**config.mk**
```make
export PLATFORM = sky130hd
export DESIGN_NAME = alu_muldiv_unit
export DESIGN_NICKNAME = d
export VERILOG_FILES = /design/src/rtl/alu_pkg.sv /design/src/rtl/alu_iter_core.sv /design/src/rtl/alu_muldiv_unit.sv
export SDC_FILE = /design/constraint.sdc
export NUM_CORES = 1
export LEC_CHECK = 0
export BUFFER_PORTS_ARGS = -buffer_cell sky130_fd_sc_hd__buf_2
export CAP_MARGIN = 20
export CORE_ASPECT_RATIO = 2
export CORE_MARGIN = 4
export CORE_UTILIZATION = 25
export CTS_CLUSTER_SIZE = 20
export DETAILED_ROUTE_END_ITERATION = 16
export SETUP_SLACK_MARGIN = 0.4
export SLEW_MARGIN = 0
export SYNTH_ARGS = -nofsm -noshare
export SYNTH_HDL_FRONTEND = slang
export SYNTH_SLANG_ARGS = --single-unit
```
**constraint.sdc**
```tcl
create_clock -name clock -period 1.15 [get_ports clock]
set_input_delay 0.0575 -clock clock [delete_from_list [all_inputs] [get_ports clock]]
set_output_delay 0.0575 -clock clock [all_outputs]
set_load 0.03 [all_outputs]
```
**src/rtl/alu_pkg.sv**
```systemverilog
// rtl/alu_pkg.sv - op codes, FSM states and helpers for the execute-stage ALU
package alu_pkg;

    typedef enum logic [3:0] {
        OP_ADD   = 4'd0,
        OP_SUB   = 4'd1,
        OP_AND   = 4'd2,
        OP_OR    = 4'd3,
        OP_XOR   = 4'd4,
        OP_NOR   = 4'd5,
        OP_SLT   = 4'd6,
        OP_SLTU  = 4'd7,
        OP_SLL   = 4'd8,
        OP_SRL   = 4'd9,
        OP_SRA   = 4'd10,
        OP_MULT  = 4'd11,
        OP_MULTU = 4'd12,
        OP_DIV   = 4'd13,
        OP_DIVU  = 4'd14,
        OP_RSVD  = 4'd15
    } alu_op_e;

    typedef enum logic [1:0] {
        IDLE = 2'd0,
        MUL  = 2'd1,
        DIV  = 2'd2,
        FIX  = 2'd3
    } alu_state_e;

    localparam logic [3:0] OP_RESERVED = 4'd15;

    function automatic logic is_signed_muldiv(input logic [3:0] op);
        return (op == OP_MULT) || (op == OP_DIV);
    endfunction

endpackage

```
**src/rtl/alu_iter_core.sv**
```systemverilog
// rtl/alu_iter_core.sv - shift-add multiply / restoring divide datapath on magnitudes
module alu_iter_core #(
    parameter int WIDTH = 32
) (
    input  logic             clock,
    input  logic             reset_n,
    input  logic             load,
    input  logic             load_div,
    input  logic             run_mul,
    input  logic             run_div,
    input  logic [WIDTH-1:0] a_mag,
    input  logic [WIDTH-1:0] b_mag,
    output logic [WIDTH-1:0] acc_hi,
    output logic [WIDTH-1:0] acc_lo,
    output logic             last
);

    localparam int CNT_W = $clog2(WIDTH);
    localparam logic [CNT_W-1:0] CNT_INIT = CNT_W'(WIDTH - 1);

    logic [WIDTH-1:0] hi_q;
    logic [WIDTH-1:0] lo_q;
    logic [WIDTH-1:0] m_q;
    logic [CNT_W-1:0] count_q;
    logic [WIDTH:0]   add_sum;
    logic [WIDTH:0]   shifted;
    logic [WIDTH:0]   trial;

    // hi_q doubles as product upper half / partial remainder; lo_q as multiplier / dividend-quotient
    always_comb begin
        add_sum = {1'b0, hi_q} + (lo_q[0] ? {1'b0, m_q} : {(WIDTH+1){1'b0}});
        shifted = {hi_q, lo_q[WIDTH-1]};
        trial   = shifted - {1'b0, m_q};
    end

    always_ff @(posedge clock or negedge reset_n) begin
        if (!reset_n) begin
            hi_q    <= '0;
            lo_q    <= '0;
            m_q     <= '0;
            count_q <= '0;
        end else if (load) begin
            hi_q    <= '0;
            lo_q    <= load_div ? a_mag : b_mag;
            m_q     <= load_div ? b_mag : a_mag;
            count_q <= CNT_INIT;
        end else if (run_mul || run_div) begin
            if (run_mul) begin
                hi_q <= add_sum[WIDTH:1];
                lo_q <= {add_sum[0], lo_q[WIDTH-1:1]};
            end else if (trial[WIDTH]) begin
                hi_q <= shifted[WIDTH-1:0];
                lo_q <= {lo_q[WIDTH-2:0], 1'b0};
            end else begin
                hi_q <= trial[WIDTH-1:0];
                lo_q <= {lo_q[WIDTH-2:0], 1'b1};
            end
            if (count_q != '0) begin
                count_q <= count_q - CNT_W'(1);
            end
        end
    end

    assign acc_hi = hi_q;
    assign acc_lo = lo_q;
    assign last   = (count_q == '0);

endmodule

```
**src/rtl/alu_muldiv_unit.sv**
```systemverilog
// rtl/alu_muldiv_unit.sv - registered ALU with iterative mul/div engine, built when ALU_MULDIV_EN is defined
module alu_muldiv_unit
    import alu_pkg::*;
#(
    parameter int WIDTH   = 32,
    parameter int SHAMT_W = $clog2(WIDTH)
) (
    input  logic               clock,
    input  logic               reset_n,
    input  logic               Op_valid,
    input  logic [3:0]         Op_code,
    input  logic [WIDTH-1:0]   Operand_a,
    input  logic [WIDTH-1:0]   Operand_b,
    input  logic [SHAMT_W-1:0] Shamt,
    output logic               Busy,
    output logic               Result_valid,
    output logic [WIDTH-1:0]   ALU_result,
    output logic               Zero,
    output logic [WIDTH-1:0]   Hi,
    output logic [WIDTH-1:0]   Lo,
    output logic               Div_by_zero
);

    logic             accept;
    logic             div_zero;
    logic             start_iter;
    logic             fix_valid;
    logic [WIDTH-1:0] fix_lo;
    logic [WIDTH-1:0] simple_result;
    logic [WIDTH-1:0] sc_result;

    assign accept = Op_valid && !Busy;

    always_comb begin
        simple_result = '0;
        case (Op_code)
            OP_ADD:  simple_result = Operand_a + Operand_b;
            OP_SUB:  simple_result = Operand_a - Operand_b;
            OP_AND:  simple_result = Operand_a & Operand_b;
            OP_OR:   simple_result = Operand_a | Operand_b;
            OP_XOR:  simple_result = Operand_a ^ Operand_b;
            OP_NOR:  simple_result = ~(Operand_a | Operand_b);
            OP_SLT:  simple_result = {{(WIDTH-1){1'b0}}, ($signed(Operand_a) < $signed(Operand_b))};
            OP_SLTU: simple_result = {{(WIDTH-1){1'b0}}, (Operand_a < Operand_b)};
            OP_SLL:  simple_result = Operand_b << Shamt;
            OP_SRL:  simple_result = Operand_b >> Shamt;
            OP_SRA:  simple_result = $unsigned($signed(Operand_b) >>> Shamt);
            default: simple_result = '0;
        endcase
    end

    assign sc_result = div_zero ? {WIDTH{1'b1}} : simple_result;

`ifdef ALU_MULDIV_EN
    alu_state_e       state;
    alu_state_e       next_state;
    logic             is_mul_op;
    logic             is_div_op;
    logic             a_neg;
    logic             b_neg;
    logic [WIDTH-1:0] a_mag;
    logic [WIDTH-1:0] b_mag;
    logic             neg_lo_q;
    logic             neg_hi_q;
    logic             is_div_q;
    logic [WIDTH-1:0] core_hi;
    logic [WIDTH-1:0] core_lo;
    logic             core_last;
    logic [2*WIDTH-1:0] prod_fix;
    logic [WIDTH-1:0] quot_fix;
    logic [WIDTH-1:0] rem_fix;
    logic [WIDTH-1:0] fix_hi;
    logic [WIDTH-1:0] hi_q;
    logic [WIDTH-1:0] lo_q;
    logic             dbz_q;

    assign is_mul_op  = (Op_code == OP_MULT) || (Op_code == OP_MULTU);
    assign is_div_op  = (Op_code == OP_DIV)  || (Op_code == OP_DIVU);
    assign div_zero   = is_div_op && (Operand_b == '0);
    assign start_iter = accept && (is_mul_op || (is_div_op && !div_zero));

    assign a_neg = is_signed_muldiv(Op_code) && Operand_a[WIDTH-1];
    assign b_neg = is_signed_muldiv(Op_code) && Operand_b[WIDTH-1];
    assign a_mag = a_neg ? -Operand_a : Operand_a;
    assign b_mag = b_neg ? -Operand_b : Operand_b;

    always_ff @(posedge clock or negedge reset_n) begin
        if (!reset_n) begin
            state <= IDLE;
        end else begin
            state <= next_state;
        end
    end

    always_comb begin
        next_state = state;
        case (state)
            IDLE:     if (start_iter) next_state = is_mul_op ? MUL : DIV;
            MUL, DIV: if (core_last) next_state = FIX;
            FIX:      next_state = IDLE;
            default:  next_state = IDLE;
        endcase
    end

    assign Busy      = (state != IDLE);
    assign fix_valid = (state == FIX);

    alu_iter_core #(.WIDTH(WIDTH)) u_iter_core (
        .clock    (clock),
        .reset_n  (reset_n),
        .load     (start_iter),
        .load_div (is_div_op),
        .run_mul  (state == MUL),
        .run_div  (state == DIV),
        .a_mag    (a_mag),
        .b_mag    (b_mag),
        .acc_hi   (core_hi),
        .acc_lo   (core_lo),
        .last     (core_last)
    );

    // neg_lo_q: product/quotient sign; neg_hi_q: remainder follows the dividend
    always_ff @(posedge clock or negedge reset_n) begin
        if (!reset_n) begin
            neg_lo_q <= 1'b0;
            neg_hi_q <= 1'b0;
            is_div_q <= 1'b0;
        end else if (start_iter) begin
            neg_lo_q <= a_neg ^ b_neg;
            neg_hi_q <= a_neg;
            is_div_q <= is_div_op;
        end
    end

    assign prod_fix = neg_lo_q ? -{core_hi, core_lo} : {core_hi, core_lo};
    assign quot_fix = neg_lo_q ? -core_lo : core_lo;
    assign rem_fix  = neg_hi_q ? -core_hi : core_hi;
    assign fix_hi   = is_div_q ? rem_fix  : prod_fix[2*WIDTH-1:WIDTH];
    assign fix_lo   = is_div_q ? quot_fix : prod_fix[WIDTH-1:0];

    always_ff @(posedge clock or negedge reset_n) begin
        if (!reset_n) begin
            hi_q  <= '0;
            lo_q  <= '0;
            dbz_q <= 1'b0;
        end else if (fix_valid) begin
            hi_q <= fix_hi;
            lo_q <= fix_lo;
        end else if (accept) begin
            dbz_q <= div_zero;
            if (div_zero) begin
                hi_q <= Operand_a;
                lo_q <= {WIDTH{1'b1}};
            end
        end
    end

    assign Hi          = hi_q;
    assign Lo          = lo_q;
    assign Div_by_zero = dbz_q;
`else
    assign div_zero    = 1'b0;
    assign start_iter  = 1'b0;
    assign fix_valid   = 1'b0;
    assign fix_lo      = '0;
    assign Busy        = 1'b0;
    assign Hi          = '0;
    assign Lo          = '0;
    assign Div_by_zero = 1'b0;
`endif

    always_ff @(posedge clock or negedge reset_n) begin
        if (!reset_n) begin
            ALU_result   <= '0;
            Zero         <= 1'b0;
            Result_valid <= 1'b0;
        end else begin
            Result_valid <= 1'b0;
            if (fix_valid) begin
                ALU_result   <= fix_lo;
                Zero         <= (fix_lo == '0);
                Result_valid <= 1'b1;
            end else if (accept && !start_iter) begin
                ALU_result   <= sc_result;
                Zero         <= (sc_result == '0);
                Result_valid <= 1'b1;
            end
        end
    end

endmodule

```
==> run_results.csv, run 1 <==
group,metric,value,unit
status,status,"finished with violations",
status,violations,"setup timing",
setup_path,cp_top_family,"compound AO/OA/AOI/OAI gates",
routing,ant_nets,0,
finish,stdcell_count,3081,
timing,rsz0062_at_grt,"yes",
logic_synthesis,synth-main-ff-cell,"dfrtp_1",
setup_path,reg2reg_to,"ALU_result[24]",
global_route,use_met2,56.30,%
setup_path,crit_required,1.35,ns
logic_synthesis,async_flop_share,100.0,%
cts,cts_max_path_buffers,2,
global_route,grt_max_degree,57,
timing,tightest_slew,1.030,ns
cts,clk_pin_slew,0.05,ns
setup_path,path_cells,"buf_8, clkinvlp_4, buf_4, buf_6, buf_6, ha_4, o21ba_4, a2111o_1, buf_6, a211oi_4, buf_6, nor3_4, a21oi_2, o2bb2ai_2, o2111ai_2, a2111o_1, nor4_2, buf_4, nand4_1, o22ai_2",
cts,cts_htree_levels,2,
setup_path,end_kind,"flip-flop",
die,die_h,323.5,um
routing,dr.first_iter.drc_count,1174,
timing,drv_slew,0,
routing,wl,81990,um
logic_synthesis,synth_area,12440,um^2
logic_synthesis,ys_ff_latch,34,
placement,dpl.hpwl,68820,um
logic_synthesis,ys_types,103,
die,fp-row-count,115,
timing,period_needed,3.246,ns
timing,holdWs,0.2957,ns
cts,clock-root-buffer,"clkbuf_16",
setup_path,cp_num_buf_inv,8,
placement,place_congestion,1.031,
finish,drive_above_1_share,53.12,%
finish,area_delta_synth_final,75.12,%
global_route,grtUsageMet3,1.687,%
setup_path,crit_arrival,3.45,ns
die,dieArea,53610,um^2
finish,final_nets,2613,
cts,cts_buffers,5,
setup_path,path_class,"input pin to flip-flop",
global_route,grtUsageMet1,27.34,%
die,num_io_pins,176,
global_route,antenna_found_initial,0,
timing,fin_crit_sh,282.3,%
finish,antenna_cells,0,
setup_path,startpoint_type,"input pin",
logic_synthesis,synth.avg_cell_area,7.507,um^2
setup_path,reg2reg_depth,3,
logic_synthesis,postSynthCellCount,1657,
flow_run,drv_cap,0,
timing,setup_viol,33,
placement,dp_slack,-2.621,ns
placement,dp_cells,2983,
pwr,ir_worst_vdd,0.0009741,V
routing,wl_per_cell,26.61,um
setup_path,cpPeakStageDelay,0.50,ns
logic_synthesis,yosysSeqAreaShare,6.840,%
timing,worst_slack,-2.096,ns
die,die_w,165.7,um
global_route,grt_busiest_layer,"met2",
setup_path,worst_path_most_repeated_cell,"buf_6",
pwr,p_comb_share,80.2,%
global_route,grt-ovfl-total,0,
setup_path,r2r_slack,0.33,ns
pwr,clkPwrFrac,9.6,%
routing,vias,16897,
timing,skew,0,ns
pwr,p_int,7.961,mW
routing,drt-pass1-iter-count,5,
timing,max_freq,308.0,MHz
die,start_util,25.28,%
routing,viasPerCell,5.484,
hold_path,min_path_type,"input pin to asynchronous set/reset pin",
cts,clock-sinks,34,
cts,clk_latency,0.27,ns
setup_path,cp_max_fo,3,
setup_path,timing.rr.start,"ALU_result[24]",
cts,cts_tree,"built",
global_route,grt_util_all_layers,29.02,%
die,core,49210,um^2
timing,slew_headroom,30.58,%
setup_path,cp_slowest_cell,"a2111o_1",
pwr,swShare,46.45,%
timing,hold_viol_final,0,
logic_synthesis,ys_warn_count,0,
global_route,grt_pass1_vias,17408,
pwr,power_switching,6.906,mW
global_route,grt_pass1_wl,116100,um
logic_synthesis,synth_edf_count,0,
pwr,p_seq_share,10.2,%
placement,place.port_buffers,109,
routing,drc,0,
pwr,power.leakage,9.837,nW
pwr,power_density,682.5,nW/um^2
setup_path,cp_num_cells,20,
==> worst max path at each step <==
stage | startpoint | endpoint
floorplan | Operand_b[9] | Zero
global route | Operand_b[1] | Zero
global placement | Operand_b[5] | Zero
detailed placement | Shamt[1] | Zero
finish | Operand_b[1] | Zero
CTS | Operand_b[1] | Zero
==> synth_stat cells (11+ instances only) <==
library cell | count | area (um^2)
nand4_1 | 20 | 125.1
nand2b_1 | 16 | 100.1
ha_1 | 98 | 1226
nand2_1 | 131 | 491.7
clkbuf_1 | 86 | 322.8
a211oi_1 | 32 | 240.2
xnor2_1 | 14 | 122.6
nor3_1 | 35 | 175.2
or3_1 | 11 | 68.82
o21a_1 | 16 | 120.1
o21ai_0 | 80 | 400.4
inv_1 | 99 | 371.6
dfrtp_1 | 34 | 850.8
a22oi_1 | 11 | 82.58
mux2i_1 | 78 | 780.8
o31ai_1 | 14 | 105.1
o22ai_1 | 20 | 125.1
mux4_2 | 65 | 1464
nor2b_1 | 20 | 125.1
a21o_1 | 17 | 127.6
buf_4 | 77 | 578.1
o211ai_1 | 37 | 277.8
nor4_1 | 16 | 100.1
a21oi_1 | 120 | 600.6
a31oi_1 | 18 | 112.6
a221oi_1 | 19 | 166.4
nor2_1 | 154 | 578.1
buf_2 | 38 | 190.2
nand3_1 | 39 | 195.2
mux2_2 | 22 | 247.7
==> metal layers <==
layer  up-vias  share of wire, %
met4         0                11
met5         -                 0
met3       300               3.5
met1      8252                32
met2       714                53
li1       7631                 -
==> registers in the layout, indices dropped and copies added (netlist names) <==
name and flops:
Result_valid 1, ALU_result 32, Zero 1
==> kinds of logic (layout without fill, tap and decap cells) <==
group	after synthesis	after routing	share of synthesized area [%]
AOI/OAI and AO/OA	527	527	29.63
xor gates and xnor gates	17	17	1.197
adders and majority gates	100	100	10.18
buffers and inverters	319	1035	12.89
DFF	34	34	6.840
muxes	167	167	20.22
other	1	66	0.03015
and+or+nand+nor	492	492	19.01
==> cell usage in the layout (no fill, tap or decap), types with 24 or more instances in the layout <==
cell | synthesis | layout
a21oi_1 | 120 | 89
buf_6 | 7 | 93
nor2_1 | 154 | 146
nor3_1 | 35 | 24
o211ai_1 | 37 | 37
conb_1 | 1 | 66
dfrtp_1 | 34 | 34
nand2_1 | 131 | 121
ha_1 | 98 | 70
o21ai_0 | 80 | 63
inv_1 | 99 | 72
buf_2 | 38 | 52
mux4_2 | 65 | 65
mux2i_1 | 78 | 72
nand3_1 | 39 | 31
a211oi_1 | 32 | 26
buf_4 | 77 | 742
==> tightest hold or removal path: cells and delay by family <==
family / cells / cell delay (ns)
buf+inv: 3 / 0.90
==> power groups by stage <==
stage / registers (mW) / logic, mW / clock network (mW)
after global routing: 1.54 / 12.5 / 1.49
final: 1.51 / 11.9 / 1.42
after CTS: 1.52 / 11.3 / 1.46
after detailed placement: 1.50 / 10.1 / 0
after global placement: 1.49 / 10.0 / 0
after floorplan: 1.86 / 4.88 / 0
==> final cells by class <==
class                      instances  area (um^2)
timing repair buffer             924         7574
tap                              643        804.5
multi-input combinational       1369        11950
inverter                         103        442.9
fill                            4861        27430
sequential                        34        850.8
clock buffer                       8        166.4
==> per-stage QoR <==
step                      area (um^2)  setup TNS [ns]  utilization, %  power (mW)
after floorplan                 13640          -32.42               -       6.748
after global placement          19090          -59.23           38.79       11.51
after detailed placement        19090          -60.25           38.79       11.56
after CTS                       21120          -43.99           42.91       14.30
after global routing            21780          -48.34           44.27       15.49
final                           21780          -46.27           44.27       14.87
==> timing repair <==
action                                  in CTS  in global routing
endpoints found under the setup margin      67                 96
hold buffers                                 1                  0
pin swaps                                   81                 64
cloned                                       3                  0
gates resized for setup                    301                112
hold endpoints to repair                    34                  0
buffers inserted                            65                 21
(Power assumes the default switching activity.)
==> run 2: changes to the inputs <==
Settings changed: MAX_ROUTING_LAYER set to met4.
==> run 2 against run 1 <==
  * Largest power group unchanged
  * Worst setup slack improved by 0.087 ns
  * Die area is the same
  * Via count is 0.75% higher
  * The flow still finishes with violations (setup timing)
==> run_results.csv, run 2 (synthesized netlist as in run 1, its figures left out) <==
group,metric,value,unit
setup_path,critPathLaunch,"Operand_a[0]",
status,violations,"setup timing",
setup_path,r2r_slack,0.34,ns
die,num_io_pins,176,
timing,rsz0062_at_grt,"yes",
hold_path,min_path_type,"input pin to asynchronous set/reset pin",
setup_path,cp_max_fo,2,
die,die_w,165.7,um
timing,max_freq,316.5,MHz
setup_path,crit_required,1.35,ns
finish,drive_above_1_share,53.80,%
timing,slew_headroom,43.73,%
setup_path,crit_arrival,3.36,ns
cts,cts_max_path_buffers,2,
setup_path,reg2reg_to,"ALU_result[30]",
cts,cts_tree,"built",
finish,largest-register,"ALU_result",
routing,dr.first_iter.drc_count,1088,
finish,reg.largest.list,"ALU_result (32), Result_valid (1), Zero (1)",
routing,vias,17023,
cts,clk_latency,0.27,ns
routing,viasPerCell,5.479,
setup_path,reg2reg_depth,3,
routing,ant_nets,0,
cts,clock-sinks,34,
global_route,grt_pass1_vias,17550,
finish,stdcell_count,3107,
timing,drv_slew,0,
cts,clock-root-buffer,"clkbuf_16",
timing,setup_viol,33,
finish,largest_reg_flops,32,
finish,layout_commonest_cell,"buf_4",
die,core,49210,um^2
setup_path,startpoint_type,"input pin",
routing,drt-pass1-iter-count,5,
global_route,grt-ovfl-total,0,
cts,cts_htree_levels,2,
routing,drc,0,
pwr,power.leakage,9.907,nW
setup_path,end_kind,"flip-flop",
timing,fin_crit_sh,274.7,%
setup_path,path_class,"input pin to flip-flop",
timing,tightest_slew,0.8353,ns
pwr,total_power,14.91,mW
setup_path,worstSetupEndpoint,"Zero",
global_route,antenna_found_initial,0,
cts,cts_buffers,5,
timing,skew,0,ns
routing,wl_per_cell,26.50,um
routing,wl,82330,um
finish,final_nets,2638,
cts,clk_pin_slew,0.05,ns
placement,dp_cells,2999,
placement,place_congestion,1.077,
finish,layout_common_cells,"buf_4, nor2_1, nand2_1, a21oi_1, buf_6",
status,status,"finished with violations",
pwr,power_density,679.4,nW/um^2
placement,dpl.hpwl,69770,um
global_route,grt_max_degree,57,
setup_path,timing.rr.start,"ALU_result[30]",
global_route,grt_pass1_wl,115700,um
global_route,grt_util_all_layers,29.70,%
die,die_h,323.5,um
timing,hold_viol_final,0,
timing,worst_slack,-2.010,ns
die,start_util,25.28,%
pwr,ir_worst_vdd,0.0009235,V
flow_run,drv_cap,0,
die,fp-row-count,115,
placement,place.port_buffers,109,
die,dieArea,53610,um^2
timing,setup_tns,-46.70,ns
timing,period_needed,3.160,ns
finish,area_delta_synth_final,76.38,%
## run 2: changes by cell type in the layout (fill, tap and decap cells not counted), moves of 4 or more
cell / change
a211oi_1: -4
a21oi_2: +5
buf_2: +4
mux2i_2: +6
nor2_1: -4
buf_6: -9
buf_4: +27
mux2i_1: -6
## run 2: layout make-up
| cell class | instances | area, um^2 |
|---|---|---|
| inverters | 103 | 451.7 |
| repair buffers | 949 | 7712 |
| well taps | 643 | 804.5 |
| clock inverters | 1 | 5.005 |
| diodes | 1 | 2.502 |
| flip-flops and latches | 34 | 850.8 |
| clock buffers | 7 | 142.6 |
| fillers | 4898 | 27270 |
| multi-input cells | 1369 | 11970 |
## run 2: worst max-delay path, cell delays in order
cell and delay (ns):
buf_8 0.08, inv_4 0.03, ha_4 0.16, fa_2 0.39, o21bai_4 0.19, a2111oi_4 0.10, or3_4 0.36, a31oi_4 0.34
a41oi_2 0.16, a221o_1 0.36, a2111oi_4 0.37, nand4_1 0.17, nor4_2 0.23, buf_4 0.17, nand4_1 0.09, o22ai_2 0.10
## run 2: worst min path at each step
| stage | start | end | cells after the start |
|---|---|---|---|
| after floorplan | reset_n | ALU_result[0] | 0 |
| after global placement | reset_n | ALU_result[30] | 2 |
| after detailed placement | reset_n | ALU_result[28] | 2 |
| after CTS | reset_n | ALU_result[28] | 3 |
| after global routing | reset_n | ALU_result[28] | 3 |
| final | reset_n | ALU_result[28] | 3 |
## run 2: timing repair
item                       4_1_cts  5_1_grt
buffers inserted                49       47
pin swaps                       72       84
hold endpoints to repair        34        0
gates resized for setup        257      146
gates cloned                     1        1
hold buffers                     1        0
setup endpoints to repair       67       81
## run 2: where the power goes
part | switching [mW] | internal (mW)
logic | 6.41 | 5.70
registers | 0.128 | 1.38
clock network | 0.434 | 0.855
## run 2: routing by layer
layer  wire length [um]  part of all wire (%)  global-route usage (%)  vias to the layer above
met5                  0                     0                       -                        -
met1              27030                    33                   27.36                     8273
met2              42780                    52                   55.48                      730
met3               2798                   3.4                   1.394                      333
met4               9721                    12                   25.87                        0
li1                   -                     -                       -                     7687
## run 2: stage by stage
stage | util (%) | cell area, um^2 | worst slack (ns) | hold slack (ns)
after floorplan | - | 13640 | -1.811 | -0.2381
after global placement | 39.06 | 19220 | -2.684 | 0.09506
after detailed placement | 39.06 | 19220 | -2.689 | 0.09652
after CTS | 42.50 | 20910 | -2.046 | 0.3360
after global routing | 44.58 | 21940 | -2.101 | 0.3409
final | 44.59 | 21940 | -2.010 | 0.2851
==> run 3: changes to the inputs <==
Settings changed: CORE_UTILIZATION 25 to 40.
==> run 3 against run 2 <==
  * The flow still finishes with violations (setup timing)
  * Design area shrank 3.6%
  * Sequential power is essentially flat
  * Worst setup slack gained 0.067 ns
  * Clock power grew 42%
  * Routed wire length shrank 4.6%
==> run_results.csv, run 3 (synthesized netlist as in run 1, its figures left out) <==
group,metric,value,unit
pwr,power.leakage,9.690,nW
cts,clk_latency,0.29,ns
global_route,grt_pass1_vias,18032,
routing,wl_per_cell,28.21,um
die,start_util,40.46,%
global_route,grt-ovfl-total,0,
die,dieArea,34150,um^2
placement,dp_cells,2700,
timing,period_needed,3.093,ns
finish,largest-register,"ALU_result",
timing,tightest_slew,0.6325,ns
flow_run,drv_cap,0,
hold_path,min_path_type,"input pin to flip-flop",
cts,cts_tree,"built",
die,num_io_pins,176,
routing,drc,0,
setup_path,cp_slowest_cell,"fa_2",
finish,largest_reg_flops,32,
status,violations,"setup timing",
placement,placed_cell_area,18640,um^2
placement,dpl.hpwl,64330,um
pwr,power_density,715.5,nW/um^2
die,die_h,257.4,um
status,status,"finished with violations",
timing,skew,0,ns
setup_path,path_cells,"buf_8, inv_6, ha_4, fa_2, o21bai_4, a2111oi_4, or3_4, a31oi_4, a41oi_2, a221o_1, a2111oi_4, nand4_1, nor4_2, buf_4, nand4_1, o22ai_2",
routing,vias,17433,
routing,ant_nets,0,
timing,drv_slew,0,
timing,fin_crit_sh,268.9,%
setup_path,startpoint_type,"input pin",
cts,cts_max_path_buffers,2,
finish,stdcell_count,2784,
finish,final_nets,2586,
global_route,grt_pass1_wl,113000,um
global_route,antenna_found_initial,2,
finish,layout_common_cells,"buf_4, nor2_1, nand2_1, buf_6, a21oi_1",
die,core,30740,um^2
setup_path,cp_top_family,"compound AO/OA/AOI/OAI gates",
timing,max_freq,323.3,MHz
setup_path,cp_num_buf_inv,3,
cts,cts_buffers,5,
setup_path,cp_max_fo,2,
timing,slew_headroom,57.58,%
die,die_w,132.7,um
cts,clock-sinks,34,
setup_path,r2r_slack,0.30,ns
cts,cts_htree_levels,2,
setup_path,crit_arrival,3.31,ns
cts,clock-root-buffer,"clkbuf_16",
routing,dr.first_iter.drc_count,1407,
timing,worst_slack,-1.943,ns
setup_path,end_kind,"flip-flop",
pwr,ir_worst_vdd,0.0009346,V
placement,place.port_buffers,109,
finish,layout_commonest_cell,"buf_4",
timing,rsz0062_at_grt,"yes",
cts,clk_pin_slew,0.06,ns
routing,drt-pass1-iter-count,6,
timing,hold_viol_final,0,
finish,reg.largest.list,"ALU_result (32), Result_valid (1), Zero (1)",
finish,area_delta_synth_final,69.96,%
routing,wl,78550,um
setup_path,path_class,"input pin to flip-flop",
setup_path,cpPeakStageDelay,0.40,ns
global_route,grt_util_all_layers,45.36,%
global_route,grt_max_degree,57,
finish,drive_above_1_share,52.01,%
routing,viasPerCell,6.262,
die,fp-row-count,91,
timing,setup_viol,33,
timing,setup_tns,-43.79,ns
placement,place_congestion,1.127,
finish,design_area,21140,um^2
setup_path,crit_required,1.37,ns
-- run 3: worst paths after layout --
| kind | startpoint | end | depth (start not counted) |
|---|---|---|---|
| hold reg to reg | ALU_result[8] | ALU_result[8] | 1 |
| setup / recovery | Operand_a[0] | Zero | 16 |
| min in group asynchronous | reset_n | Result_valid | 3 |
| setup reg to reg | ALU_result[5] | ALU_result[5] | 3 |
| hold / removal | Op_valid | Result_valid | 2 |
| max in group asynchronous | reset_n | ALU_result[8] | 3 |
-- run 3: cell type report --
class                   instances  area [um^2]
diodes                          1        2.502
clock buffers                   5        125.1
flip-flops and latches         34        850.8
fillers                      2559         9600
multi-input cells            1369        11820
well taps                     372        465.4
repair buffers                897         7367
clock inverters                 3        68.82
inverters                     103        442.9
-- run 3: what timing repair did --
item	CTS	global route
hold buffers	1	0
pin swaps	88	63
endpoints found under the hold margin	34	0
setup endpoints to repair	67	100
buffers inserted	50	22
cloned	2	0
resized for setup	275	122
-- run 3: per-layer routing --
| metal | vias up | track usage [%] | part of all wire (%) |
|---|---|---|---|
| li1 | 7578 | - | - |
| met1 | 8296 | 41.99 | 31 |
| met2 | 1057 | 78.55 | 49 |
| met3 | 502 | 6.377 | 6.4 |
| met4 | 0 | 43.53 | 13 |
| met5 | - | - | 0 |
-- run 3: stage by stage --
step / hold slack [ns] / power [mW] / setup WS (ns) / util, %
4_1_cts: 0.3087 / 14.33 / -1.971 / 66.47
2_1_floorplan: -0.2381 / 6.748 / -1.811 / -
3_5_place_dp: 0.1146 / 11.34 / -2.388 / 60.62
6_report: 0.3234 / 15.13 / -1.943 / 68.77
5_1_grt: 0.3512 / 15.64 / -2.032 / 68.77
3_3_place_gp: 0.1055 / 11.25 / -2.380 / 60.62
-- run 3: report_power, final --
part	internal (mW)	switching [mW]	total (mW)
combinational	5.49	6.29	11.8
clock	1.25	0.583	1.83
sequential	1.38	0.137	1.52
total	8.11	7.01	15.1
-- run 3: worst reg2reg max path: stages, from the launching register on --
cell and delay (ns):
dfrtp_1 0.39, buf_4 0.14, nor2_1 0.11, a21oi_1 0.06
